--- src/rtl/lsu_pkg.sv ---
// rtl/lsu_pkg.sv - shared types and constants for the load/store unit
package lsu_pkg;

  typedef enum logic [1:0] {
    SZ_BYTE = 2'b00,
    SZ_HALF = 2'b01,
    SZ_WORD = 2'b10
  } size_t;

  typedef enum logic [1:0] {
    IDLE   = 2'd0,
    ACCESS = 2'd1,
    MERGE  = 2'd2,
    RESP   = 2'd3
  } state_t;

  localparam int WORD_BYTES = 4;

endpackage

--- src/rtl/lsu_align.sv ---
// rtl/lsu_align.sv - lane extract/extend, sub-word merge and misalignment detect
module lsu_align
  import lsu_pkg::*;
(
  input  logic [31:0] word,
  input  logic [31:0] wdata,
  input  logic [1:0]  lane,
  input  logic [1:0]  size,
  input  logic        sign,
  output logic [31:0] rdata,
  output logic [31:0] merged,
  output logic        misaligned
);

  logic [7:0]  byte_val;
  logic [15:0] half_val;

  assign byte_val = word[{lane, 3'b000} +: 8];
  assign half_val = word[{lane[1], 4'b0000} +: 16];

  // Size 2'b11 falls into the default arm and behaves as a word access.
  always_comb begin
    rdata      = word;
    merged     = wdata;
    misaligned = 1'b0;
    case (size)
      SZ_BYTE: begin
        rdata  = {{24{sign & byte_val[7]}}, byte_val};
        merged = word;
        merged[{lane, 3'b000} +: 8] = wdata[7:0];
      end
      SZ_HALF: begin
        rdata      = {{16{sign & half_val[15]}}, half_val};
        merged     = word;
        merged[{lane[1], 4'b0000} +: 16] = wdata[15:0];
        misaligned = lane[0];
      end
      default: begin
        misaligned = (lane != 2'b00);
      end
    endcase
  end

endmodule

--- src/rtl/load_store_unit.sv ---
// rtl/load_store_unit.sv - memory-access stage: FSM, request/merge/response registers
module load_store_unit #(
  parameter int ADDR_WIDTH = 10,
  parameter int DATA_WIDTH = 32
) (
  input  logic                  clk,
  input  logic                  reset,
  input  logic                  req_valid,
  output logic                  req_ready,
  input  logic                  req_write,
  input  logic [1:0]            req_size,
  input  logic                  req_signed,
  input  logic [ADDR_WIDTH-1:0] req_addr,
  input  logic [DATA_WIDTH-1:0] req_wdata,
  output logic                  resp_valid,
  output logic [DATA_WIDTH-1:0] resp_rdata,
  output logic                  resp_error,
  output logic                  mem_write_enable,
  output logic [ADDR_WIDTH-3:0] mem_address,
  output logic [DATA_WIDTH-1:0] mem_data_in,
  input  logic [DATA_WIDTH-1:0] mem_data_out
);
  import lsu_pkg::*;

  if (DATA_WIDTH != 32) begin : g_width_check
    $error("load_store_unit: DATA_WIDTH must be 32");
  end

  state_t                state_q, state_d;
  logic                  write_q, write_d;
  logic [1:0]            size_q, size_d;
  logic                  signed_q, signed_d;
  logic [ADDR_WIDTH-1:0] addr_q, addr_d;
  logic [DATA_WIDTH-1:0] wdata_q, wdata_d;
  logic [DATA_WIDTH-1:0] merge_q, merge_d;
  logic [DATA_WIDTH-1:0] rdata_q, rdata_d;
  logic                  error_q, error_d;

  logic [DATA_WIDTH-1:0] align_word, align_rdata, align_merged;
  logic                  align_misaligned;
  logic                  write_cycle;

  // In MERGE the captured word is the base; otherwise the live memory word is.
  assign align_word = (state_q == MERGE) ? merge_q : mem_data_out;

  lsu_align u_align (
    .word       (align_word),
    .wdata      (wdata_q),
    .lane       (addr_q[1:0]),
    .size       (size_q),
    .sign       (signed_q),
    .rdata      (align_rdata),
    .merged     (align_merged),
    .misaligned (align_misaligned)
  );

  always_comb begin
    state_d     = state_q;
    write_d     = write_q;
    size_d      = size_q;
    signed_d    = signed_q;
    addr_d      = addr_q;
    wdata_d     = wdata_q;
    merge_d     = merge_q;
    rdata_d     = rdata_q;
    error_d     = error_q;
    write_cycle = 1'b0;
    case (state_q)
      IDLE: begin
        if (req_valid) begin
          write_d  = req_write;
          size_d   = req_size;
          signed_d = req_signed;
          addr_d   = req_addr;
          wdata_d  = req_wdata;
          state_d  = ACCESS;
        end
      end
      ACCESS: begin
        if (align_misaligned) begin
          rdata_d = '0;
          error_d = 1'b1;
          state_d = RESP;
        end else if (!write_q) begin
          rdata_d = align_rdata;
          error_d = 1'b0;
          state_d = RESP;
        end else if (size_q == SZ_BYTE || size_q == SZ_HALF) begin
          merge_d = mem_data_out;
          state_d = MERGE;
        end else begin
          write_cycle = 1'b1;
          rdata_d     = '0;
          error_d     = 1'b0;
          state_d     = RESP;
        end
      end
      MERGE: begin
        write_cycle = 1'b1;
        rdata_d     = '0;
        error_d     = 1'b0;
        state_d     = RESP;
      end
      default: state_d = IDLE;
    endcase
  end

  always_ff @(posedge clk) begin
    if (reset) begin
      state_q  <= IDLE;
      write_q  <= 1'b0;
      size_q   <= 2'b00;
      signed_q <= 1'b0;
      addr_q   <= '0;
      wdata_q  <= '0;
      merge_q  <= '0;
      rdata_q  <= '0;
      error_q  <= 1'b0;
    end else begin
      state_q  <= state_d;
      write_q  <= write_d;
      size_q   <= size_d;
      signed_q <= signed_d;
      addr_q   <= addr_d;
      wdata_q  <= wdata_d;
      merge_q  <= merge_d;
      rdata_q  <= rdata_d;
      error_q  <= error_d;
    end
  end

  // Gating with reset keeps an aborted MERGE from landing a write on the reset edge.
  assign mem_write_enable = write_cycle & ~reset;
  assign mem_address      = addr_q[ADDR_WIDTH-1:2];
  assign mem_data_in      = align_merged;
  assign req_ready        = (state_q == IDLE);
  assign resp_valid       = (state_q == RESP);
  assign resp_rdata       = rdata_q;
  assign resp_error       = error_q;

endmodule

--- config.mk ---
export PLATFORM = sky130hd
export DESIGN_NAME = load_store_unit
export DESIGN_NICKNAME = d
export VERILOG_FILES = /design/src/rtl/lsu_pkg.sv /design/src/rtl/lsu_align.sv /design/src/rtl/load_store_unit.sv
export SDC_FILE = /design/constraint.sdc
export NUM_CORES = 1
export LEC_CHECK = 0
export ABC_CLOCK_PERIOD_IN_PS = 3650
export CORE_MARGIN = 5
export CORE_UTILIZATION = 48
export DETAILED_ROUTE_END_ITERATION = 12
export PLACE_DENSITY_LB_ADDON = 0.08
export SLEW_MARGIN = 25
export SYNTH_ARGS = -nofsm -noshare
export SYNTH_HDL_FRONTEND = slang
export SYNTH_SLANG_ARGS = --single-unit
export TNS_END_PERCENT = 20
--- constraint.sdc ---
create_clock -name clk -period 3.65 [get_ports clk]
set_input_delay 1.095 -clock clk [delete_from_list [all_inputs] [get_ports clk]]
set_output_delay 1.095 -clock clk [all_outputs]
set_load 0.05 [all_outputs]
---- Yosys cells after proc, flatten, opt, wreduce, memory -nomap -nowiden ----
Index checks and enable logic that the tools add are counted.
word-level totals
  output and inout bits ................... 76
  bits in latches ......................... 0
  memories ................................ 0
  bits in registers ....................... 113
  ROM bits ................................ 0
  RAM bits ................................ 0
cells by class
  divide/modulo/power cells ............... 0
  bitwise gates (word level) .............. 5
  order comparisons ....................... 0
  reductions and logical operators ........ 8
  shifts and indexed selects .............. 6
  multiplexer cells ....................... 23
  multiply operators ...................... 0
  add/sub/neg operators ................... 2
  eq/ne operators ......................... 6
operator list
  kind                                                                     count
  32-bit case mux with 2 select lines                                      3
  32-bit two-way mux                                                       4
  32-bit bitwise mux                                                       2
  16-bit by 7-bit variable shift with 32-bit output, first input constant  1
  8-bit by 7-bit variable shift with 32-bit output, first input constant   1
  16-bit by 7-bit indexed part select with 32-bit output                   1
  32-bit by 6-bit indexed part select with 16-bit output                   1
  32-bit by 6-bit indexed part select with 8-bit output                    1
  8-bit by 7-bit indexed part select with 32-bit output                    1
  5-bit negation with 7-bit output                                         2
  1-bit two-way mux                                                        9
  1-bit case mux with 2 select lines                                       3
  2-bit case mux with 3 select lines                                       1
  2-bit by 1-bit equality test with 1-bit output, second input constant    2
  2-bit equality test, second input constant                               2
  2-bit zero test                                                          2
  4-bit != test, second input constant                                     1
  2-bit AND reduction                                                      2
  4-bit AND reduction                                                      1
  2-bit nonzero test                                                       2
  1-bit AND                                                                3
  2-bit two-way mux                                                        1
  2-bit != test, second input constant                                     1
  1-bit inverter                                                           2
  1-bit logical OR                                                         1

---- Logic depth before layout (Yosys ltp) ----
Gate-level depths: netlist of run 1.
  word-level depth ........................ 8
  gate-level depth with buffers ........... 9

---- Hierarchy ----
Synthesis of run 1 repeated with hierarchy kept, for this count alone.
second synthesis, totals
  cells, all modules ...................... 833
  area, all modules ....................... 6447.4 um^2
by module, submodules not included
  module           instances  seq. area each (um^2)  cells each  area each (um^2)
  load_store_unit  1          2262.2                 559         4730.8
  lsu_align        1          0.0                    274         1716.6

---- Least setup slack after synthesis of run 1 ----
OpenSTA, ideal clock, no wires.
  path kind ............................... reg-to-output
  start ................................... register addr_q[0]
  end ..................................... output mem_data_in[18]
  data required time ...................... 2555 ps
  cell stages (with the launch flop) ...... 7
  buffers on the path ..................... 1
  path slack .............................. 75 ps
  arrival ................................. 2480 ps
  cell sequence ........................... dfxtp_1 -> buf_2 -> inv_1 -> ha_1 -> a21oi_1 -> a22oi_1 -> o21ai_0
between the ends
  cells in the longest elaborated chain, start to end .. 4
  elaborated cells between the ends (all ways) .. 5
  classes of those cells .................. add/sub (1); shift (2); mux (2)
ends and longest elaborated chain
  what                                                                                                                       RTL line                text
  start: declaration                                                                                                         load_store_unit.sv:33   logic [ADDR_WIDTH-1:0] addr_q, addr_d;
  start signal: assignment                                                                                                   load_store_unit.sv:124  addr_q <= addr_d;
  5-bit negation with 7-bit output (*)                                                                                       lsu_align.sv:30         merged[{lane, 3'b000} +: 8] = wdata[7:0];
  8-bit by 7-bit indexed part select with 32-bit output or 8-bit by 7-bit variable shift with 32-bit output (tied branches)  lsu_align.sv:30
  32-bit bitwise mux (*)                                                                                                     lsu_align.sv:30
  32-bit case mux with 2 select lines (*)                                                                                    lsu_align.sv:26         case (size)
  end: declaration                                                                                                           load_store_unit.sv:20   output logic [DATA_WIDTH-1:0] mem_data_in,
Every way passes the cells marked *; elsewhere a longest branch is shown, timed or not.

---- Worst setup path after layout of run 1 ----
  start ................................... input mem_data_out[12]
  end ..................................... output mem_data_in[12]
between the ends
  cells in the longest elaborated chain, start to end .. 3
  elaborated cells between the ends (all ways) .. 4
  classes of those cells .................. mux (4)
ends and longest elaborated chain
  what                                          RTL line                          text
  start: declaration                            load_store_unit.sv:21             input logic [DATA_WIDTH-1:0] mem_data_out
  32-bit two-way mux (*)                        load_store_unit.sv:44             assign align_word = (state_q == MERGE) ? merge_q : mem_data_out;
  32-bit bitwise mux, on equally long branches  lsu_align.sv:35, lsu_align.sv:30
  32-bit case mux with 2 select lines (*)       lsu_align.sv:26
Marks and branches as above.

==> results.toml, run 1 <==
[floorplanning]
initial_utilization_pct = 49.3
die_wd_um = 119
core_area_sq_um = 11500
rows = 39
die_area_sq_um = 14000
pin_count = 157
die-height_um = 119

[sta]
timing.setup.tns_ns = 0
clock_tree_skew_after_final_layout_ns = 0.00751
unrepaired_setup_endpoints_after_global_routing = "no"
timing.final.setup_violations = 0
fin_hold_ws_ns = 0.453
post-route-min-period_ns = 3.62
timing_worst_slew_pin_value_ns = 0.650
timing_hold_violations_final = 0
max_freq_mhz = 277
worst_slew_margin_rel_pct = 56.7
drv_slew = 0
final.period_utilization_pct = 99.1

[place]
portBuffers = 156
final_weighted_congestion_in_routability_driven_placement = 0.931
dpl.hpwl_um = 14800
place_inst = 1012

[cts]
tritoncts_num_sinks = 113
clock_tree_from_tritoncts = "done"
clk_pin_slew_worst_paths_ns = 0.06
clock_root_buffer = "clkbuf_16"
ctsHtreeMaxLevel = 4
clock_insertion_delay_worst_skew_ns = 0.42
clk_path_buf_depth = 2
cts_buf_count = 17
postCtsHoldBufs = 0

[setup_path]
worst_setup_path_start_kind = "primary input"
crit_chain = "clkdlybuf4s50_1 -> mux2i_2 -> nor2_1 -> a221o_1 -> buf_12"
cp_slowest_cell = "clkdlybuf4s50_1"
worstPathMaxFanout = 4
crit_type = "in2out"
worst-endpoint-arrival_ns = 2.52
critical_path.max_stage_delay_ns = 0.44
setup.worst_path.end_class = "output port"
critPathRequiredTime_ns = 2.55

[global_route]
remaining_global_route_overflow = 0
grt_start_max_net_pins = 61
gr-usage-met2_pct = 45.6
grtUsageTotal_pct = 27.8
gr-max-usage-layer = "met2"
antenna_violations_before_repair = 0
grt_pass1_wl_um = 31400
grt_util_met3_pct = 6.69
grt_pass1_vias = 5949
globalRouteMet1Util_pct = 35.2

[route]
drc_errors = 0
via_per_inst = 5.85
initialDrtViolationCount = 562
via_count = 6111
first_pass_iters = 6
routed_length_per_instance_um = 19.1
drt-total-wl_um = 19900
antenna_left = 0

[synth]
synth_async_sr_flop_share_pct = 0
syn_area_per_cell_sq_um = 7.75
mappedNetlistNets = 819
synth-seq-area-share_pct = 40.0
synth-edff-count = 0
synthFlopType = "dfxtp_1"
yosys.cell_types.count = 46
syn-cell-area_sq_um = 5650
synth_warnings = 0
ys_seq_elements = 113
post_synth_inst_count = 729

[power_and_ir_drop]
power_density_nw_per_um2 = 812
vdd_ir_drop_max_uv = 620
power_leakage_nw = 3.10
sum_of_internal_switching_and_leakage_power_mw = 6.76

[finish]
layout-drive-gt1-share_pct = 16.1
nFillCells = 876
finalNetCount = 979
syn_to_final_growth_pct = 47.3
antenna-diode-count = 0
fin_cells = 1045

[run]
max-cap-violations = 0

[hold_path]
hp-class = "reg2reg"

[status]
outcome = "finished clean"
kinds of logic after synthesis:
group | count (synthesis) | share of synthesized area, %
buffers and inverters | 67 | 5.40
DFF | 113 | 40.0
and+or+nand+nor | 279 | 20.2
adders and majority gates | 9 | 1.99
muxes | 44 | 8.74
AOI/OAI and AO/OA | 217 | 23.6
Yosys cell counts (all sizes together), types with 2 or more instances:
cell type	instances	area share (%)
a21oi	99	8.8
nand2	225	15
o22ai	9	1.0
mux2	20	4.1
mux2i	22	3.9
dfxtp	113	40
a221oi	5	0.77
o31ai	2	0.27
a221o	8	1.4
nand3	4	0.35
o211ai	9	1.2
clkbuf	42	2.8
a41o	3	0.53
buf	18	2.1
ha	9	2.0
a21o	2	0.27
and2	2	0.22
a22oi	19	2.5
and3	11	1.2
nor3	5	0.44
o21ai	37	3.3
nand2b	5	0.55
nor2	19	1.3
mux4	2	0.80
inv	6	0.40
nor3b	2	0.27
a31oi	8	0.89
a22o	10	1.5
path summary, 6_finish.rpt:
| kind | start | endpoint | slack [ns] | cells past startpoint |
|---|---|---|---|---|
| max | mem_data_out[12] | mem_data_in[12] | 0.03 | 5 |
| min | merge_q[6] | merge_q[6] | 0.45 | 2 |
| max reg2reg | state_q[0] | resp_rdata[20] | 0.96 | 8 |
| min reg2reg | merge_q[6] | merge_q[6] | 0.45 | 2 |
placed cells by master, fill, tap and decap left out, drive strengths merged, types with 3 or more instances in the layout:
cell and count:
a21oi 99, a221o 8, a221oi 5, a22o 10, a22oi 19, a31oi 8
a41o 3, and3 11, buf 79, clkbuf 19, clkdlybuf4s50 122, clkinv 7
clkinvlp 3, dfxtp 113, ha 9, inv 8, mux2 20, mux2i 22
nand2 225, nand2b 5, nand3 4, nor2 19, nor3 5, o211ai 9
o21ai 37, o22ai 9
per-layer routing:
| layer | routed length, um | share of wire, % |
|---|---|---|
| met1 | 8300 | 42 |
| met2 | 9350 | 47 |
| met3 | 1640 | 8.2 |
| met4 | 648 | 3.3 |
| met5 | 0 | 0 |
critical path: cells and delay by family:
kind | cells | cell delay [ns]
AOI/OAI and AO/OA | 1 | 0.32
muxes | 1 | 0.37
buffers and inverters | 2 | 0.60
and+or+nand+nor | 1 | 0.12
metrics by stage:
stage                     instance area, sq um  utilization, %  setup slack, ns
after global routing                      8330            72.6          0.00119
after global placement                    7670            66.9          -0.0654
after CTS                                 8270            72.1           0.0371
after floorplan                           5650               -           0.0754
final                                     8330            72.6           0.0334
after detailed placement                  7670            66.9          -0.0482
report_power, final:
part | leakage (nW) | internal [mW] | switching (mW)
sequential | 0.920 | 1.45 | 0.166
combinational | 1.91 | 1.39 | 2.17
clock | 0.274 | 1.00 | 0.592
total | 3.10 | 3.83 | 2.93
area by class of cell:
class / count / area (sq um) / area share [%]
well taps: 143 / 179 / 2.15
clock inverters: 13 / 138 / 1.65
inverters: 7 / 26.3 / 0.316
repair buffers: 201 / 2130 / 25.6
clock buffers: 19 / 433 / 5.20
multi-input cells: 549 / 3160 / 38.0
flip-flops and latches: 113 / 2260 / 27.2
sequential cells by signal, indices dropped and copies added, names as in the netlist:
name	count
merge_q	32
resp_rdata	32
wdata_q	32
addr_q	10
size_q	2
state_q	2
resp_error	1
signed_q	1
write_q	1
repair_timing:
| action | 4_1_cts | 5_1_grt |
|---|---|---|
| endpoints found under the hold margin | 0 | 0 |
| resized for setup | 5 | 9 |
| endpoints found under the setup margin | 12 | 25 |
| setup buffers | 0 | 1 |
(Power assumes the default switching activity.)
==> run 2, diff against run 1 <==
--- a/config.mk
+++ b/config.mk
@@ -14,4 +14,4 @@
 export SYNTH_ARGS = -nofsm -noshare
 export SYNTH_HDL_FRONTEND = slang
 export SYNTH_SLANG_ARGS = --single-unit
-export TNS_END_PERCENT = 20
+export TNS_END_PERCENT = 100
==> results of run 2 <==
Final layout, timing and power as in run 1 (identical DEF).
